--- src/rtl/stopwatch_ctrl.sv ---
// stopwatch_ctrl: button front end and run control for the stopwatch datapath.
// Both raw buttons are synchronised and debounced. Rising debounced edges drive
// an IDLE/RUN/PAUSE machine. A prescaler turns clk into a one-cycle enable pulse
// for the downstream time counter.
//
// state    | meaning
// ---------+--------------------------------------------------------------
// ST_IDLE  | stopped and cleared; prescaler forced to 0
// ST_RUN   | counting; prescaler advances and emits enable on wrap
// ST_PAUSE | stopped; prescaler phase held so a resume continues in phase
module stopwatch_ctrl #(
    parameter int DIV       = 1000,
    parameter int DB_CYCLES = 16
) (
    input  logic clk,
    input  logic reset,
    input  logic btn_start,
    input  logic btn_clear,
    output logic enable,
    output logic running,
    output logic clr
);

    localparam int CNT_W = $clog2(DIV);
    localparam int DB_W  = (DB_CYCLES > 1) ? $clog2(DB_CYCLES) : 1;

    localparam logic [CNT_W-1:0] DIV_LAST = CNT_W'(DIV - 1);
    localparam logic [DB_W-1:0]  DB_LAST  = DB_W'(DB_CYCLES - 1);

    localparam int BTN_START = 0;
    localparam int BTN_CLEAR = 1;

    typedef enum logic [1:0] {
        ST_IDLE  = 2'd0,
        ST_RUN   = 2'd1,
        ST_PAUSE = 2'd2
    } state_t;

    logic [1:0]           btn_raw;
    logic [1:0]           sync1_q;
    logic [1:0]           sync2_q;
    logic [1:0]           level_q;
    logic [1:0]           level_d;
    logic [1:0][DB_W-1:0] db_cnt_q;
    logic [1:0][DB_W-1:0] db_cnt_d;
    logic [1:0]           press;
    logic                 start_ev;
    logic                 clear_ev;

    state_t               state_q;
    logic [CNT_W-1:0]     div_cnt_q;
    logic                 enable_q;
    logic                 running_q;
    logic                 clr_q;

    assign btn_raw = {btn_clear, btn_start};

    // Two-flop synchroniser per button; nothing downstream sees btn_raw directly.
    always_ff @(posedge clk or negedge reset) begin
        if (!reset) begin
            sync1_q <= '0;
            sync2_q <= '0;
        end else begin
            sync1_q <= btn_raw;
            sync2_q <= sync1_q;
        end
    end

    // Debounce: the level flips only after DB_CYCLES consecutive differing samples.
    // A rising flip is the press event and is consumed by the FSM on the same edge.
    always_comb begin
        level_d  = level_q;
        db_cnt_d = '0;
        press    = '0;
        for (int b = 0; b < 2; b++) begin
            if (sync2_q[b] != level_q[b]) begin
                if (db_cnt_q[b] == DB_LAST) begin
                    level_d[b] = ~level_q[b];
                    press[b]   = ~level_q[b];
                end else begin
                    db_cnt_d[b] = db_cnt_q[b] + DB_W'(1);
                end
            end
        end
    end

    // Debounced levels and their run-length counters.
    always_ff @(posedge clk or negedge reset) begin
        if (!reset) begin
            level_q  <= '0;
            db_cnt_q <= '0;
        end else begin
            level_q  <= level_d;
            db_cnt_q <= db_cnt_d;
        end
    end

    assign start_ev = press[BTN_START];
    assign clear_ev = press[BTN_CLEAR];

    // Run-control FSM with prescaler; all outputs registered alongside the state.
    // The prescaler only advances on edges that stay in RUN, so a pause taken on
    // the wrap edge keeps DIV-1 and suppresses that pulse.
    always_ff @(posedge clk or negedge reset) begin
        if (!reset) begin
            state_q   <= ST_IDLE;
            div_cnt_q <= '0;
            enable_q  <= 1'b0;
            running_q <= 1'b0;
            clr_q     <= 1'b0;
        end else begin
            enable_q <= 1'b0;
            clr_q    <= 1'b0;
            case (state_q)
                ST_IDLE: begin
                    div_cnt_q <= '0;
                    if (start_ev) begin
                        state_q   <= ST_RUN;
                        running_q <= 1'b1;
                    end else begin
                        running_q <= 1'b0;
                    end
                end
                ST_RUN: begin
                    if (start_ev) begin
                        state_q   <= ST_PAUSE;
                        running_q <= 1'b0;
                    end else begin
                        running_q <= 1'b1;
                        if (div_cnt_q == DIV_LAST) begin
                            div_cnt_q <= '0;
                            enable_q  <= 1'b1;
                        end else begin
                            div_cnt_q <= div_cnt_q + CNT_W'(1);
                        end
                    end
                end
                ST_PAUSE: begin
                    // start has priority; a simultaneous clear is dropped
                    if (start_ev) begin
                        state_q   <= ST_RUN;
                        running_q <= 1'b1;
                    end else if (clear_ev) begin
                        state_q   <= ST_IDLE;
                        div_cnt_q <= '0;
                        clr_q     <= 1'b1;
                        running_q <= 1'b0;
                    end else begin
                        running_q <= 1'b0;
                    end
                end
                default: begin
                    state_q   <= ST_IDLE;
                    div_cnt_q <= '0;
                    running_q <= 1'b0;
                end
            endcase
        end
    end

    assign enable  = enable_q;
    assign running = running_q;
    assign clr     = clr_q;

endmodule

--- config.mk ---
export PLATFORM = sky130hd
export DESIGN_NAME = stopwatch_ctrl
export DESIGN_NICKNAME = d
export VERILOG_FILES = /design/src/rtl/stopwatch_ctrl.sv
export SDC_FILE = /design/constraint.sdc
export NUM_CORES = 1
export LEC_CHECK = 0
export CAP_MARGIN = 10
export CORE_UTILIZATION = 40
export CTS_CLUSTER_DIAMETER = 60
export DETAILED_ROUTE_END_ITERATION = 12
export SLEW_MARGIN = 40
export SYNTH_ARGS = -nofsm -noshare
export SYNTH_HDL_FRONTEND = slang
export SYNTH_SLANG_ARGS = --single-unit
--- constraint.sdc ---
create_clock -name clk -period 1.3 [get_ports clk]
set_input_delay 0.26 -clock clk [delete_from_list [all_inputs] [get_ports clk]]
set_output_delay 0.26 -clock clk [all_outputs]
set_load 0.01 [all_outputs]
==> results.md, run 1 <==
- Status: finished, violations left
- Failing checks: negative setup slack
- Mapped Nets: 139
- Reg clk slew, reported paths: 0.09 ns
- CORE AREA: 0.00336 mm²
- Setup ws final: -0.0850 ns
- Port Buffers: 6
- Die width: 61.4 µm
- Post-synth top cells: dfrtp_1 (29), nand2_1 (14), a31oi_1 (12)
- Number of fill cells: 298
- DR WL/cell: 14.0 µm
- Ports: 7
- Mapped cell area: 0.00141 mm²
- Worst path top cell family by delay: compound AO/OA/AOI/OAI gates
- Nets: around 180
- RSZ-0062 raised after global routing: true
- CP max-delay cell: dfrtp_1
- Iter 0 DRT Violations: 74
- Vias in the first global route: 1123
- Antenna violations before repair: 0
- Sequential fraction of the synthesis area: 51.4%
- Synth area leader: dfrtp_1
- DP Wirelength: 2.21 mm
- Root Buffer Master: clkbuf_4
- Dominant synthesized flop cell: dfrtp_1
- WP data arrival: 1.63 ns
- Worst Setup Path Type: register to register
- Relative slew slack: about 74%
- H-Tree Depth: 2
- Clk_skew: 0.00530 ns
- Final wirelength: 3.10 mm
- Tmin final: 1.39 ns
- Pwr dens: ~930 mW/mm²
- Req. time, crit path: 1.54 ns
- Post-synth top area share: 51.4%
- Clock Latency Late Sink: about 0.33 ns
- Pin count of the biggest net entering global routing: 30
- Fin util: slightly below 60%
- CP max FO: 6
- Final-report max-slew violation count: 0
- Standard-cell rows: 21
- DR DRC count: 0
- Post-Syn Area per Cell: about 11 µm²
- GRT Util Overall: roughly 19%
- Total number of vias: 1212
- Static leakage: 0.000868 µW
- Post-DRT Antenna Nets: 0
- Vias/cell: 5.46
- Crit-path max cell delay: a little under 0.4 ns
- Endpoints failing hold: 0
- Async set or reset register ratio after synthesis: 100%
- Synth unique cells: between 40 and 50
- Synthesis-to-layout area growth: 39.7%
- Top-count cell post-synth: dfrtp_1
- Total grt overflow: 0
- Die outline height: 61.4 µm
- Clock Sinks: 29
- Synth area leaders: dfrtp_1 (51%), a31oi_1 (5.3%), nand2_1 (3.7%)
- Startpoint Class: register
- YS warnings: 0
- Final period util: 107%
- Achievable frequency: 722 MHz
- Gate Count Post-Synth: 132
- Clock Tree Buf Depth: 2
- Measured slew at the worst slew-check pin: 0.386 ns
- Diodes inserted: 0
- Layout cells sized above 1: around 39%
- CP Capture Type: register
- Total chip power: around 1800 µW
- GPL Wtd Cong: 0.875
- TritonCTS clock tree: yes
- Fin Setup TNS: -0.530 ns
- Max-Cap Viols: 0
- Number of synthesized flops with an enable pin: 0
- Die ar.: 0.00377 mm²
- Global-route wire length before repair: 4.99 mm
- Initial DRT Pass Iterations: 4
- CP cell instances: ha_2, nor3b_4, a31oi_4, o21ai_1, a31oi_1
- Clock buffers created by TritonCTS: 5
- Post-place setup slack: -0.134 ns
- Max VDD drop: 0.628 mV
- # setup viols final: 11
- Crit path buf inv count: 0
- Starting Density: 42.0%
- #FFs+latches synth: 29
- Reg2Reg Depth: 5
- Critical path depth: 5
- Worst hold-check path type: input port to async pin
## report_power, final
part	leakage [µW]	internal (µW)	total, µW	switching [µW]
clock	0.0000455	459	773	314
combinational	0.000433	70.3	128	57.9
sequential	0.000389	923	940	17.2
total	0.000868	1450	1840	389
## stage by stage
stage | instance area [µm²] | std cells | hold slack (ns)
floorplan | 1450 | 132 | -0.0356
global placement | 1780 | 210 | 0.332
detailed placement | 1780 | 210 | 0.335
CTS | 1900 | 220 | 0.285
global route | 1970 | 222 | 0.280
finish | 1970 | 222 | 0.283
## state kept, by name, summed over array words and instances, names as in the netlist
signal,flops
enable,1
running,1
db_cnt_q,8
clr,1
state_q,2
sync2_q,2
level_q,2
sync1_q,2
div_cnt_q,10
## cell families after synthesis
logic type / after synthesis / share of synthesized area (%)
compound gates: 37 / 19.1
xor+xnor: 4 / 2.48
fa+ha+maj: 3 / 2.66
buf+inv: 6 / 2.22
flops: 29 / 51.4
mux: 2 / 1.51
simple gates: 51 / 20.6
## routing by layer
metal / share of wire (%) / vias to the layer above / global-route usage (%)
met4: 1.6 / 0 / 7.94
met1: 42 / 602 / 22.2
li1: - / 571 / -
met3: 5.0 / 5 / 6.51
met2: 51 / 34 / 32.8
met5: 0 / - / 0
## worst paths after layout
path / start / slack, ns / to
max: div_cnt_q[0] / -0.09 / div_cnt_q[5]
min: reset / 0.28 / db_cnt_q[7]
max reg2reg: div_cnt_q[0] / -0.09 / div_cnt_q[5]
min reg2reg: sync1_q[1] / 0.35 / sync2_q[1]
max in group asynchronous: reset / 0.84 / state_q[0]
min in group clk: sync1_q[1] / 0.35 / sync2_q[1]
## area by class of cell
cell class,instances,area [µm²],share of cell area [%]
timing repair buffer,39,324,16.4
multi-input combinational,97,767,38.9
clock buffer,7,55.1,2.79
sequential,29,727,36.9
tap,46,57.6,2.92
inverter,3,11.3,0.571
clock inverter,1,30.0,1.52
## cells in the final DEF (no fill, tap or decap), drive strengths merged
| cell type | synthesis | routed |
|---|---|---|
| o211ai | 3 | 3 |
| mux2i | 1 | 1 |
| mux2 | 1 | 1 |
| a31oi | 13 | 13 |
| nand2b | 3 | 3 |
| dlygate4sd2 | 0 | 3 |
| nand4b | 1 | 1 |
| o21a | 1 | 1 |
| dfrtp | 29 | 29 |
| and2 | 1 | 1 |
| and3 | 4 | 4 |
| a22oi | 1 | 1 |
| nand3 | 8 | 8 |
| a22o | 1 | 1 |
| inv | 3 | 3 |
| clkbuf | 0 | 7 |
| a41oi | 1 | 1 |
| o21ai | 9 | 9 |
| ha | 3 | 3 |
| a21oi | 3 | 3 |
| clkdlybuf4s50 | 0 | 3 |
| nor3b | 1 | 1 |
| and4 | 2 | 2 |
| nor2 | 8 | 8 |
| a211oi | 1 | 1 |
| bufinv | 0 | 1 |
| a21o | 1 | 1 |
| xnor2 | 4 | 4 |
| a311oi | 1 | 1 |
| nand2 | 14 | 14 |
| nor3 | 4 | 4 |
| or2 | 1 | 1 |
| nor2b | 3 | 3 |
| o31ai | 2 | 2 |
| and2b | 1 | 1 |
| buf | 3 | 33 |
## timing repair
action / 4_1_cts / 5_1_grt
gates resized for setup: 14 / 13
setup endpoints to repair: 17 / 15
hold buffers: 0 / 0
buffers inserted: 2 / 2
pin swaps: 4 / 4
Note: power is estimated with default switching activity, not from simulation.
==> run 2, diff against run 1 <==
GPL_ROUTABILITY_DRIVEN = 0   (was unset)
==> results of run 2 <==
Same layout as run 1: the final DEF is identical, and so are final timing and power.
